**src/rtl/mux_gate_sequencer_if.sv**
```systemverilog
// ---------------------------------------------------------------------------
// mux_gate_sequencer_if
//   Bundles the event handshake, the cell drive/sense signals and the status
//   outputs of mux_gate_sequencer.
//
//   Handshake: an event {ev_sel, ev_d0} transfers on a rising clk edge where
//   ev_valid and ev_ready are both 1. ev_valid must be held, with stable data,
//   until that edge. ev_ready depends only on internal state, never on ev_valid.
//
//   Modports
//     slave  : the sequencer (consumes events, drives the cell and status)
//     master : the environment (offers events, returns the cell output y_in)
//   Signals
//     ev_valid/ev_ready/ev_d0/ev_sel   event handshake and payload
//     sel_out/d0_out                   registered drive to the SEL/D0 converters
//     y_in                             cell output Y, synchronous to clk
//     busy/err/err_cnt                 status
//     dbg_state                        current FSM state encoding
// ---------------------------------------------------------------------------
interface mux_gate_sequencer_if #(
    parameter int CNT_W = 8
);
    logic             ev_valid;
    logic             ev_ready;
    logic             ev_d0;
    logic             ev_sel;
    logic             sel_out;
    logic             d0_out;
    logic             y_in;
    logic             busy;
    logic             err;
    logic [CNT_W-1:0] err_cnt;
    logic [1:0]       dbg_state;

    modport slave (
        input  ev_valid, ev_d0, ev_sel, y_in,
        output ev_ready, sel_out, d0_out, busy, err, err_cnt, dbg_state
    );

    modport master (
        output ev_valid, ev_d0, ev_sel, y_in,
        input  ev_ready, sel_out, d0_out, busy, err, err_cnt, dbg_state
    );
endinterface

```
**src/rtl/mux_gate_sequencer.sv**
```systemverilog
// ---------------------------------------------------------------------------
// mux_gate_sequencer
//   Driver stage in front of a 2:1 RC mux/gate cell (Y = D0 & ~SEL).
//   Spike events are queued in a small FIFO and each is replayed as
//   SEL-setup (SETTLE_CYC), D0 pulse (PULSE_CYC), then gap (GAP_CYC).
//   Queued events chain back-to-back without an IDLE cycle.
//
//   Ports
//     clk  : clock, rising edge
//     rst  : asynchronous reset, active-high
//     bus  : mux_gate_sequencer_if.slave (handshake, cell drive, status)
//
//   Optional feature: define MUX_SEQ_CHECK_EN to compare y_in against the
//   expected cell output on the last PULSE cycle of every event; mismatches
//   set a sticky err flag and bump a saturating err_cnt. Without the macro,
//   err/err_cnt are tied to 0 and y_in is ignored.
// ---------------------------------------------------------------------------
module mux_gate_sequencer #(
    parameter int DEPTH      = 4,
    parameter int SETTLE_CYC = 2,
    parameter int PULSE_CYC  = 4,
    parameter int GAP_CYC    = 1,
    parameter int CNT_W      = 8
) (
    input  logic                  clk,
    input  logic                  rst,
    mux_gate_sequencer_if.slave   bus
);
    localparam int AW     = $clog2(DEPTH);
    localparam int MAX_SP = (SETTLE_CYC > PULSE_CYC) ? SETTLE_CYC : PULSE_CYC;
    localparam int MAX_P  = (MAX_SP > GAP_CYC) ? MAX_SP : GAP_CYC;
    localparam int CW     = $clog2(MAX_P) + 1;

    typedef enum logic [1:0] {IDLE, SETTLE, PULSE, GAP} state_t;

    // ---------------- FIFO ----------------
    logic [1:0]    mem_q [DEPTH];   // {sel, d0}
    logic [AW-1:0] wr_ptr_q, rd_ptr_q;
    logic [AW-1:0] wr_nxt, rd_nxt;
    logic          full_q, empty_q;
    logic          push, pop;

    assign wr_nxt = wr_ptr_q + 1'b1;
    assign rd_nxt = rd_ptr_q + 1'b1;
    // Full blocks a push even in a cycle that also pops.
    assign push   = bus.ev_valid & ~full_q;

    always_ff @(posedge clk) begin
        if (push) mem_q[wr_ptr_q] <= {bus.ev_sel, bus.ev_d0};
    end

    always_ff @(posedge clk or posedge rst) begin
        if (rst) begin
            wr_ptr_q <= '0;
            rd_ptr_q <= '0;
            full_q   <= 1'b0;
            empty_q  <= 1'b1;
        end else begin
            if (push) wr_ptr_q <= wr_nxt;
            if (pop)  rd_ptr_q <= rd_nxt;
            // Simultaneous push and pop leave the occupancy, hence the flags, unchanged.
            if (push && !pop) begin
                empty_q <= 1'b0;
                full_q  <= (wr_nxt == rd_ptr_q);
            end else if (pop && !push) begin
                full_q  <= 1'b0;
                empty_q <= (rd_nxt == wr_ptr_q);
            end
        end
    end

    // ---------------- FSM ----------------
    state_t        state_q, state_d;
    logic [CW-1:0] cnt_q, cnt_d;
    logic          cur_sel_q, cur_sel_d;
    logic          cur_d0_q, cur_d0_d;
    logic          sel_q, sel_d;
    logic          d0_q, d0_d;

    always_ff @(posedge clk or posedge rst) begin
        if (rst) begin
            state_q   <= IDLE;
            cnt_q     <= '0;
            cur_sel_q <= 1'b1;
            cur_d0_q  <= 1'b0;
            sel_q     <= 1'b1;
            d0_q      <= 1'b0;
        end else begin
            state_q   <= state_d;
            cnt_q     <= cnt_d;
            cur_sel_q <= cur_sel_d;
            cur_d0_q  <= cur_d0_d;
            sel_q     <= sel_d;
            d0_q      <= d0_d;
        end
    end

    always_comb begin
        state_d   = state_q;
        cnt_d     = cnt_q;
        cur_sel_d = cur_sel_q;
        cur_d0_d  = cur_d0_q;
        pop       = 1'b0;
        case (state_q)
            IDLE: begin
                if (!empty_q) begin
                    pop       = 1'b1;
                    {cur_sel_d, cur_d0_d} = mem_q[rd_ptr_q];
                    state_d   = SETTLE;
                    cnt_d     = CW'(SETTLE_CYC - 1);
                end
            end
            SETTLE: begin
                if (cnt_q == '0) begin
                    state_d = PULSE;
                    cnt_d   = CW'(PULSE_CYC - 1);
                end else begin
                    cnt_d = cnt_q - 1'b1;
                end
            end
            PULSE: begin
                if (cnt_q == '0) begin
                    state_d = GAP;
                    cnt_d   = CW'(GAP_CYC - 1);
                end else begin
                    cnt_d = cnt_q - 1'b1;
                end
            end
            GAP: begin
                if (cnt_q == '0) begin
                    if (!empty_q) begin
                        // Chain straight into the next event; SEL goes directly to the new value.
                        pop       = 1'b1;
                        {cur_sel_d, cur_d0_d} = mem_q[rd_ptr_q];
                        state_d   = SETTLE;
                        cnt_d     = CW'(SETTLE_CYC - 1);
                    end else begin
                        state_d = IDLE;
                    end
                end else begin
                    cnt_d = cnt_q - 1'b1;
                end
            end
            default: state_d = IDLE;
        endcase

        // Outputs are registered from the next state so they line up with it.
        sel_d = (state_d == IDLE) ? 1'b1 : cur_sel_d;
        d0_d  = (state_d == PULSE) ? cur_d0_d : 1'b0;
    end

    assign bus.sel_out   = sel_q;
    assign bus.d0_out    = d0_q;
    assign bus.ev_ready  = ~full_q;
    assign bus.busy      = (state_q != IDLE) | ~empty_q;
    assign bus.dbg_state = state_q;

    // ---------------- optional output check ----------------
`ifdef MUX_SEQ_CHECK_EN
    logic             err_q;
    logic [CNT_W-1:0] err_cnt_q;
    logic             chk_fire;

    assign chk_fire = (state_q == PULSE) && (cnt_q == '0);

    always_ff @(posedge clk or posedge rst) begin
        if (rst) begin
            err_q     <= 1'b0;
            err_cnt_q <= '0;
        end else if (chk_fire && (bus.y_in != (cur_d0_q & ~cur_sel_q))) begin
            err_q <= 1'b1;
            if (err_cnt_q != {CNT_W{1'b1}}) err_cnt_q <= err_cnt_q + 1'b1;
        end
    end

    assign bus.err     = err_q;
    assign bus.err_cnt = err_cnt_q;
`else
    assign bus.err     = 1'b0;
    assign bus.err_cnt = '0;
`endif

endmodule

```
**src/flat_wrapper.sv**
```systemverilog
// flat-port wrapper written by rule: the top's interface ports become plain ports
module mux_gate_sequencer_flat 
#(
    parameter int DEPTH      = 4,
    parameter int SETTLE_CYC = 2,
    parameter int PULSE_CYC  = 4,
    parameter int GAP_CYC    = 1,
    parameter int CNT_W      = 8
)
  (clk, rst, bus_ev_valid, bus_ev_d0, bus_ev_sel, bus_y_in, bus_ev_ready, bus_sel_out, bus_d0_out, bus_busy, bus_err, bus_err_cnt, bus_dbg_state);
  mux_gate_sequencer_if #(.CNT_W(CNT_W)) bus_i ();
  input  logic clk;
  input  logic rst;
  input wire logic [$bits(bus_i.ev_valid)-1:0] bus_ev_valid;
  input wire logic [$bits(bus_i.ev_d0)-1:0] bus_ev_d0;
  input wire logic [$bits(bus_i.ev_sel)-1:0] bus_ev_sel;
  input wire logic [$bits(bus_i.y_in)-1:0] bus_y_in;
  output wire logic [$bits(bus_i.ev_ready)-1:0] bus_ev_ready;
  output wire logic [$bits(bus_i.sel_out)-1:0] bus_sel_out;
  output wire logic [$bits(bus_i.d0_out)-1:0] bus_d0_out;
  output wire logic [$bits(bus_i.busy)-1:0] bus_busy;
  output wire logic [$bits(bus_i.err)-1:0] bus_err;
  output wire logic [$bits(bus_i.err_cnt)-1:0] bus_err_cnt;
  output wire logic [$bits(bus_i.dbg_state)-1:0] bus_dbg_state;
  assign bus_i.ev_valid = bus_ev_valid;
  assign bus_i.ev_d0 = bus_ev_d0;
  assign bus_i.ev_sel = bus_ev_sel;
  assign bus_i.y_in = bus_y_in;
  assign bus_ev_ready = bus_i.ev_ready;
  assign bus_sel_out = bus_i.sel_out;
  assign bus_d0_out = bus_i.d0_out;
  assign bus_busy = bus_i.busy;
  assign bus_err = bus_i.err;
  assign bus_err_cnt = bus_i.err_cnt;
  assign bus_dbg_state = bus_i.dbg_state;
  mux_gate_sequencer #(.DEPTH(DEPTH), .SETTLE_CYC(SETTLE_CYC), .PULSE_CYC(PULSE_CYC), .GAP_CYC(GAP_CYC), .CNT_W(CNT_W)) u_core (.clk(clk), .rst(rst), .bus(bus_i));
endmodule
```
**config.mk**
```make
export PLATFORM = sky130hd
export DESIGN_NAME = mux_gate_sequencer_flat
export DESIGN_NICKNAME = d
export VERILOG_FILES = /design/src/rtl/mux_gate_sequencer_if.sv /design/src/rtl/mux_gate_sequencer.sv /design/src/flat_wrapper.sv
export SDC_FILE = /design/constraint.sdc
export NUM_CORES = 1
export LEC_CHECK = 0
export ABC_AREA = 1
export CAP_MARGIN = 0
export CORE_UTILIZATION = 53
export CTS_CLUSTER_SIZE = 30
export DETAILED_ROUTE_END_ITERATION = 6
export GPL_ROUTABILITY_DRIVEN = 0
export MAX_ROUTING_LAYER = met4
export PLACE_DENSITY = 0.78
export SLEW_MARGIN = 20
export SYNTH_ARGS = -nofsm -noshare
export SYNTH_HDL_FRONTEND = slang
export SYNTH_SLANG_ARGS = --single-unit
```
**constraint.sdc**
```tcl
create_clock -name clk -period 2.39 [get_ports clk]
set_input_delay 0.3585 -clock clk [delete_from_list [all_inputs] [get_ports clk]]
set_output_delay 0.3585 -clock clk [all_outputs]
set_load 0.02 [all_outputs]
```
Word-level counts from Yosys, hierarchy flattened
Memories as Yosys holds them, arrays and structs flattened.
Cells that the tools add are included.
- flip-flop bits (word level): 15
- output and inout bits: 15
- word-level logic and storage cells: 61
- bits in writable memories: 8
- memories: 1
- multiplexer cells: 28
- bitwise operators: 4
- eq/ne operators: 6
- reduce and logical (&&, ||, !) cells: 9
- $add $sub $neg: 3
- memory list (memory ; words ; width ; read ports ; clocked after Yosys merged registers in ; wr ports ; line ; RTL):
    u_core.mem_q ; 4 ; 2 ; 1 ; 0 ; 1 ; mux_gate_sequencer.sv:37 ; logic [1:0] mem_q [DEPTH];
- operator list (operator ; number):
    two-way mux 1 bit ; 15
    two-way mux 3 bit ; 4
    case mux 3 bit (4 select lines) ; 1
    two-way mux 2 bit ; 4
    case mux 2 bit (4 select lines) ; 1
    == test 2 bit (second input constant) ; 3
    case mux 1 bit (2 select lines) ; 3
    adder 2 x 1 -> 2 bit (second input constant) ; 2
    == test 2 bit ; 2
    logical NOT 2 bit ; 2
    nonzero test 2 bit ; 2
    logical NOT 3 bit ; 1
    subtractor 3 x 1 -> 3 bit (second input constant) ; 1
    == test 2 x 1 -> 1 bit (second input constant) ; 1
    logical AND 1 bit ; 2
    logical NOT 1 bit ; 2
    NOT 1 bit ; 2
    AND 1 bit ; 1
    bitwise OR 1 bit ; 1

Depth between registers and ports, before layout
Gate-level depths: netlist of the first run.
- word-level depth: 6
- mapped depth: 11

Worst setup path before layout of the first run
OpenSTA, ideal clock, no wires.
- kind: reg2reg
- start point: reg u_core.state_q[0], in the netlist u_core.bus.dbg_state[0]
- end point: reg u_core.full_q
- cell stages (with the launch flop): 11
- slack: 414 ps
- period minus slack after synthesis: 1976 ps
- data arrival time: 1893 ps
- path through: dfrtp_1 inv_1 ha_1 nor2_1 o21ai_1 nor2_4 inv_1 ha_1 a21oi_1 o211ai_1 o22ai_1
- cells in the longest elaborated chain, start to end: 5
- elaborated cells between the ends (all ways): 8
- those cells by class: eq/ne (1); mux (2); reduce/logical (5)
- RTL lines (item ; line ; RTL):
    start: declaration ; mux_gate_sequencer.sv:73 ; state_t state_q, state_d;
    start signal: assignment ; mux_gate_sequencer.sv:89 ; state_q <= state_d;
    == test 2 bit / logical NOT 2 bit (equally long branches) ; mux_gate_sequencer.sv:104 ; case (state_q)
    case mux 1 bit (2 select lines) (*) ; mux_gate_sequencer.sv:104 ;
    logical NOT 1 bit ; mux_gate_sequencer.sv:62 ; if (push && !pop) begin
    logical AND 1 bit ; mux_gate_sequencer.sv:62 ;
    two-way mux 1 bit / nonzero test 2 bit (equally long branches) ; -- ;
    end signal: assignment ; mux_gate_sequencer.sv:64 ; full_q <= (wr_nxt == rd_ptr_q);
    end: declaration ; mux_gate_sequencer.sv:40 ; logic full_q, empty_q;
Every way passes the cells marked *; elsewhere a longest branch is shown, timed or not.
A chain may end at the register's enable or synchronous reset.

Worst setup path after layout of the first run
- start point: reg u_core.state_q[0], in the netlist u_core.bus.dbg_state[0]
- end point: out bus_busy
- cells in the longest elaborated chain, start to end: 2
- RTL lines (item ; line ; RTL):
    nonzero test 2 bit ; mux_gate_sequencer.sv:155 ; assign bus.busy = (state_q != IDLE) | ~empty_q;
    bitwise OR 1 bit ; mux_gate_sequencer.sv:155 ;
    end: declaration ; flat_wrapper.sv:21 ; output wire logic [$bits(bus_i.busy)-1:0] bus_busy;
No other way between the ends.

==> results of run 1 <==
-- per-layer routing --
layer,vias up,track usage,wire (um)
met5,-,-,0
met4,0,0.101,40
met3,5,0.0508,136
met2,35,0.352,1150
met1,479,0.216,1000
li1,523,-,-
-- critical path, stage by stage, from the launching register on --
cell and delay [ps]:
dfrtp_1 420, inv_1 110, ha_1 250, nand2_1 80
clkdlybuf4s50_1 590
-- layout make-up --
| class | count | area share |
|---|---|---|
| flip-flops and latches | 23 | 0.404 |
| multi-input cells | 109 | 0.403 |
| well taps | 30 | 0.0245 |
| repair buffers | 10 | 0.0654 |
| clock buffers | 4 | 0.0172 |
| inverters | 35 | 0.0858 |
-- logic make-up after synthesis --
| family | synth area share |
|---|---|
| simple gates | 0.211 |
| buf+inv | 0.148 |
| flops | 0.437 |
| compound gates | 0.0574 |
| fa+ha+maj | 0.106 |
| xor+xnor | 0.0371 |
| other cells | 0.00265 |
-- final timing paths --
check	startpoint	endpoint	slack [ps]	cells past startpoint
worst max-delay path	u_core.bus.dbg_state[0]	bus_busy	270	4
worst min-delay path	rst	u_core.cur_d0_q	380	2
worst max register to register	u_core.bus.dbg_state[1]	u_core.full_q	340	10
worst min register to register	u_core.cur_d0_q	u_core.cur_d0_q	510	2
max in group asynchronous	rst	u_core.cnt_q[1]	1630	2
min in group clk	u_core.cur_d0_q	u_core.cur_d0_q	510	2
-- registers in the layout, summed over array words and instances (netlist names), 2 cells and up --
signal	cells
u_core.bus.dbg_state	2
u_core.cnt_q	3
u_core.mem_q	8
u_core.rd_ptr_q	2
u_core.wr_ptr_q	2
-- cell usage in the layout, fill, tap and decap left out, drive strengths merged, types with 6 or more instances in the layout --
| cell | instances |
|---|---|
| nand2 | 46 |
| inv | 35 |
| ha | 12 |
| dfrtp | 12 |
| nor2 | 11 |
| clkdlybuf4s50 | 10 |
| conb | 9 |
| edfxtp | 8 |
| nand3 | 7 |
| o21ai | 6 |
-- power breakdown --
group | internal (mW) | leakage, nW | switching [mW]
clock network | 0.0653 | 0.0150 | 0.117
logic | 0.407 | 0.495 | 0.666
registers | 0.554 | 0.257 | 0.108
-- stage by stage --
stage          hold slack [ps]  utilization  area [um2]  cells  total power [mW]
2_1_floorplan              258            -        1450    177              1.52
3_3_place_gp               480        0.602        1510    207              1.69
3_5_place_dp               484        0.602        1510    207              1.74
4_1_cts                    405        0.613        1530    211              1.92
5_1_grt                    467        0.613        1530    211              2.12
6_report                   382        0.613        1530    211              1.92
==> results.cfg, run 1 <==
[status]
outcome = finished, final reports clean

[synth]
synth_ff_type = dfrtp_1
yosysSeqAreaShare = 0.437
syn-cell-area_um2 = 1420
ys_seq_elements = 23
synth_most_common_cell = nand2_1
synth_top_area_share = 0.212
synth_cells = 169
synth.largest_area_cell = dfrtp_1
synth_cell_type_count = 27
yosys_warnings = 0
synthTopCellsByCount = nand2_1 (41), inv_1 (31), dfrtp_1 (12), ha_1 (12), buf_4 (9)
avgSynthCellArea_um2 = 8.38
synth_edf_count = 8
synthArstFlopShare = 0.652
synth_area_leaders = dfrtp_1 (21%), edfxtp_1 (17%), nand2_1 (11%)

[clocking]
post_cts_buffers = 0
cts_tree = yes
h-tree-depth = 1
clk-insertion-delay-late_ps = 320
root_buffer = clkbuf_4
ctsLongestPathBuffers = 2
path_clk_slew_ps = 130
hold_buffers = 0
cts_sinks = 23
cts_resized = 0
numCtsBuffers = 3

[timing]
max_slew_margin = 0.615
rsz0062_at_grt = no
min_period_over_period = 0.888
slew_violations = 0
setup_violations = 0
layout_setup_ws_ps = 267
fin_crit_ps = 2120
tightestPinTransition_ps = 577
fmax_mhz = 471
fin_worst_skew_ps = 6.89
hold_viol_final = 0
fin_setup_tns_ps = 0

[route]
wl_per_cell_um = 11.0
drt_pass1_iterations = 4
drc_errors = 0
postRouteAntennaNets = 0
drt-initial-drc-count = 19
routed_wl_um = 2330
drt-vias-per-instance = 4.94
vias = 1042

[floorplanning]
die_h_um = 53.7
core_um2 = 2500
die-area_um2 = 2880
start_util = 0.567
boundaryPins = 21
rows = 18
die_x_um = 53.7

[global_route]
antenna_found_initial = 0
grt_max_degree = 16
grt_pass1_wl_um = 4020
grt_overflow = 0
grt_pass1_vias = 1033
grt_util_all_layers = 0.205

[placement]
hpwl_um = 1840
numPortBuffers = 10
pre_cts_slack_ps = 353

[finish]
seqCellArea_um2 = 619
multiInputGateArea_um2 = 617
antenna_cells = 0
syn_to_final_growth_pct = 8.13
layout-drive-gt1-share = 0.105
final.fill_count = 220
fin_nets = 200

[critical_path]
cp.required_ps = 2030
crit_fanout = 4
cp.arrival_ps = 1760
worstSetupPathType = flop to output pin
start_kind = flop
critPathCaptureType = output pin

[pwr]
cellPowerDensity_nw_per_um2 = 1250
p_leak_nw = 0.767
ir_drop_mv = 0.827

[worst_hold_path]
hold_path.class = primary input to asynchronous set/reset pin

[job]
maxCapViolations = 0
(Power assumes the default switching activity.)
==> run 2, diff against run 1 <==
- CAP_MARGIN: 0 -> 20
==> results of run 2 <==
Final layout, timing and power as in run 1 (identical DEF).
==> run 3, diff against run 2 <==
- GPL_TIMING_DRIVEN: not set -> 0
- SLEW_MARGIN: 20 -> 0
==> run 3 against run 2 <==
Global-route usage shrank 0.17 points. Non-clock buffer count increased by 10. Largest power group unchanged. Largest cell class unchanged. Via count increased by 0.48%. Sequential share of layout area is 2.0 points lower. Utilization is 3.2 points higher. Setup slack gained 0.94 ps. Count of clock-buffer cells in the layout down 1. Sequential power is 3.2% lower.
==> results.cfg, run 3 (same netlist as run 1, synthesis figures left out) <==
[global_route]
gr-usage-met2 = 0.317
grt_use_met1 = 0.252
antenna_found_initial = 0
grt_overflow = 0
grt_pass1_vias = 977
grt_pass1_wl_um = 4020
top_usage_layer = met2
grt_util_all_layers = 0.203
grt_use_met3 = 0.0367
grt_max_degree = 16

[critical_path]
cpMaxStageDelayCell = clkdlybuf4s50_1
cp.required_ps = 2030
reg2reg_to = u_core.full_q
critPathCaptureType = output pin
critPathMaxStageDelay_ps = 590
crit_fanout = 4
cp-startpoint = u_core.bus.dbg_state[0]
worst-r2r-setup-slack_ps = 300
reg2regPathDepth = 10
worstSetupPathType = flop to output pin
endpoint = bus_busy
reg2reg_from = u_core.bus.dbg_state[1]
start_kind = flop
path_cells = inv_1 -> ha_1 -> nand2_1 -> clkdlybuf4s50_1
cp.arrival_ps = 1760

[route]
drt-initial-drc-count = 37
wl_per_cell_um = 10.4
drt_pass1_iterations = 4
drt-vias-per-instance = 4.74
drc_errors = 0
vias = 1047
routed_wl_um = 2310
postRouteAntennaNets = 0

[pwr]
switching_share = 0.458
p_seq_frac = 0.330
p_leak_nw = 0.825
cellPowerDensity_nw_per_um2 = 1210
p_int_mw = 1.05
ir_drop_mv = 0.827
switching_power_uw = 889
pwr-share-clk = 0.092
pwr-share-comb = 0.578
totalPowerFinal_mw = 1.94

[timing]
fin_worst_skew_ps = 10.4
worst_hold_slack_ps = 371
fin_setup_tns_ps = 0
fin_crit_ps = 2120
max_slew_margin = 0.629
hold_viol_final = 0
setup_violations = 0
tightestPinTransition_ps = 557
rsz0062_at_grt = no
fmax_mhz = 471
min_period_over_period = 0.888
layout_setup_ws_ps = 268
slew_violations = 0

[floorplanning]
die_h_um = 53.7
die-area_um2 = 2880
rows = 18
die_x_um = 53.7
start_util = 0.567
core_um2 = 2500
boundaryPins = 21

[finish]
largest_register_ff_count = 8
final.fill_count = 203
layout_common_cells = nand2_1 (41), inv_1 (31), ha_1 (12), dfrtp_1 (12), clkdlybuf4s50_1 (10)
regMostFlops = u_core.mem_q
fin_util = 0.645
antenna_cells = 0
fin_nets = 210
layout_commonest_cell = nand2_1
design_area_um2 = 1610
syn_to_final_growth_pct = 13.8
final_cells = 221
layout-drive-gt1-share = 0.157
top_regs = u_core.mem_q (8), u_core.cnt_q (3)
multiInputGateArea_um2 = 617
seqCellArea_um2 = 619

[placement]
placed_cells = 217
place_area_um2 = 1580
pre_cts_slack_ps = 320
numPortBuffers = 10
hpwl_um = 1880

[clocking]
post_cts_buffers = 0
cts_sinks = 23
h-tree-depth = 1
cts_tree = yes
clk-insertion-delay-late_ps = 310
ctsLongestPathBuffers = 2
root_buffer = clkbuf_4
numCtsBuffers = 3
cts_resized = 0
path_clk_slew_ps = 130
hold_buffers = 0

[worst_hold_path]
hold_path.class = primary input to asynchronous set/reset pin

[status]
outcome = finished, final reports clean

[job]
maxCapViolations = 0
run 3: changes by cell type in the layout (fill, tap and decap cells not counted):
| cell | change |
|---|---|
| clkbuf_1 | -1 |
| buf_4 | +9 |
| buf_6 | +1 |
| clkinv_2 | +1 |
run 3: worst min path at each step:
stage                      from                end  slack, ps
3_3_place_gp   u_core.cur_sel_q   u_core.cur_sel_q        480
3_5_place_dp    u_core.cur_d0_q    u_core.cur_d0_q        480
6_report                    rst  u_core.bus.d0_out        370
2_1_floorplan               rst  u_core.bus.d0_out        260
4_1_cts                     rst  u_core.bus.d0_out        390
5_1_grt                     rst  u_core.bus.d0_out        430
run 3: metal layers:
metal | vias to the layer above | wire length (um)
li1 | 541 | -
met1 | 469 | 1040
met2 | 32 | 1130
met3 | 5 | 103
met4 | 0 | 35
met5 | - | 0
run 3: power groups by stage:
| stage | logic (mW) | registers (mW) | clock network (mW) |
|---|---|---|---|
| CTS | 1.13 | 0.642 | 0.186 |
| finish | 1.12 | 0.641 | 0.179 |
| detailed placement | 1.12 | 0.651 | 0 |
| global route | 1.31 | 0.653 | 0.200 |
| floorplan | 0.855 | 0.662 | 0 |
| global placement | 1.08 | 0.643 | 0 |
run 3: layout make-up:
cell class / instances / area share
plain buffers: 10 / 0.0489
clock buffers: 3 / 0.0140
clock inverters: 1 / 0.00311
inverters: 35 / 0.0815
multi-input cells: 109 / 0.383
flip-flops and latches: 23 / 0.384
well taps: 30 / 0.0233
repair buffers: 10 / 0.0621
run 3: worst max-delay path: cells and delay by family, from the launching register on:
family / cells / cell delay [ps]
fa+ha+maj: 1 / 250
simple gates: 1 / 70
buf+inv: 2 / 700
flops: 1 / 430
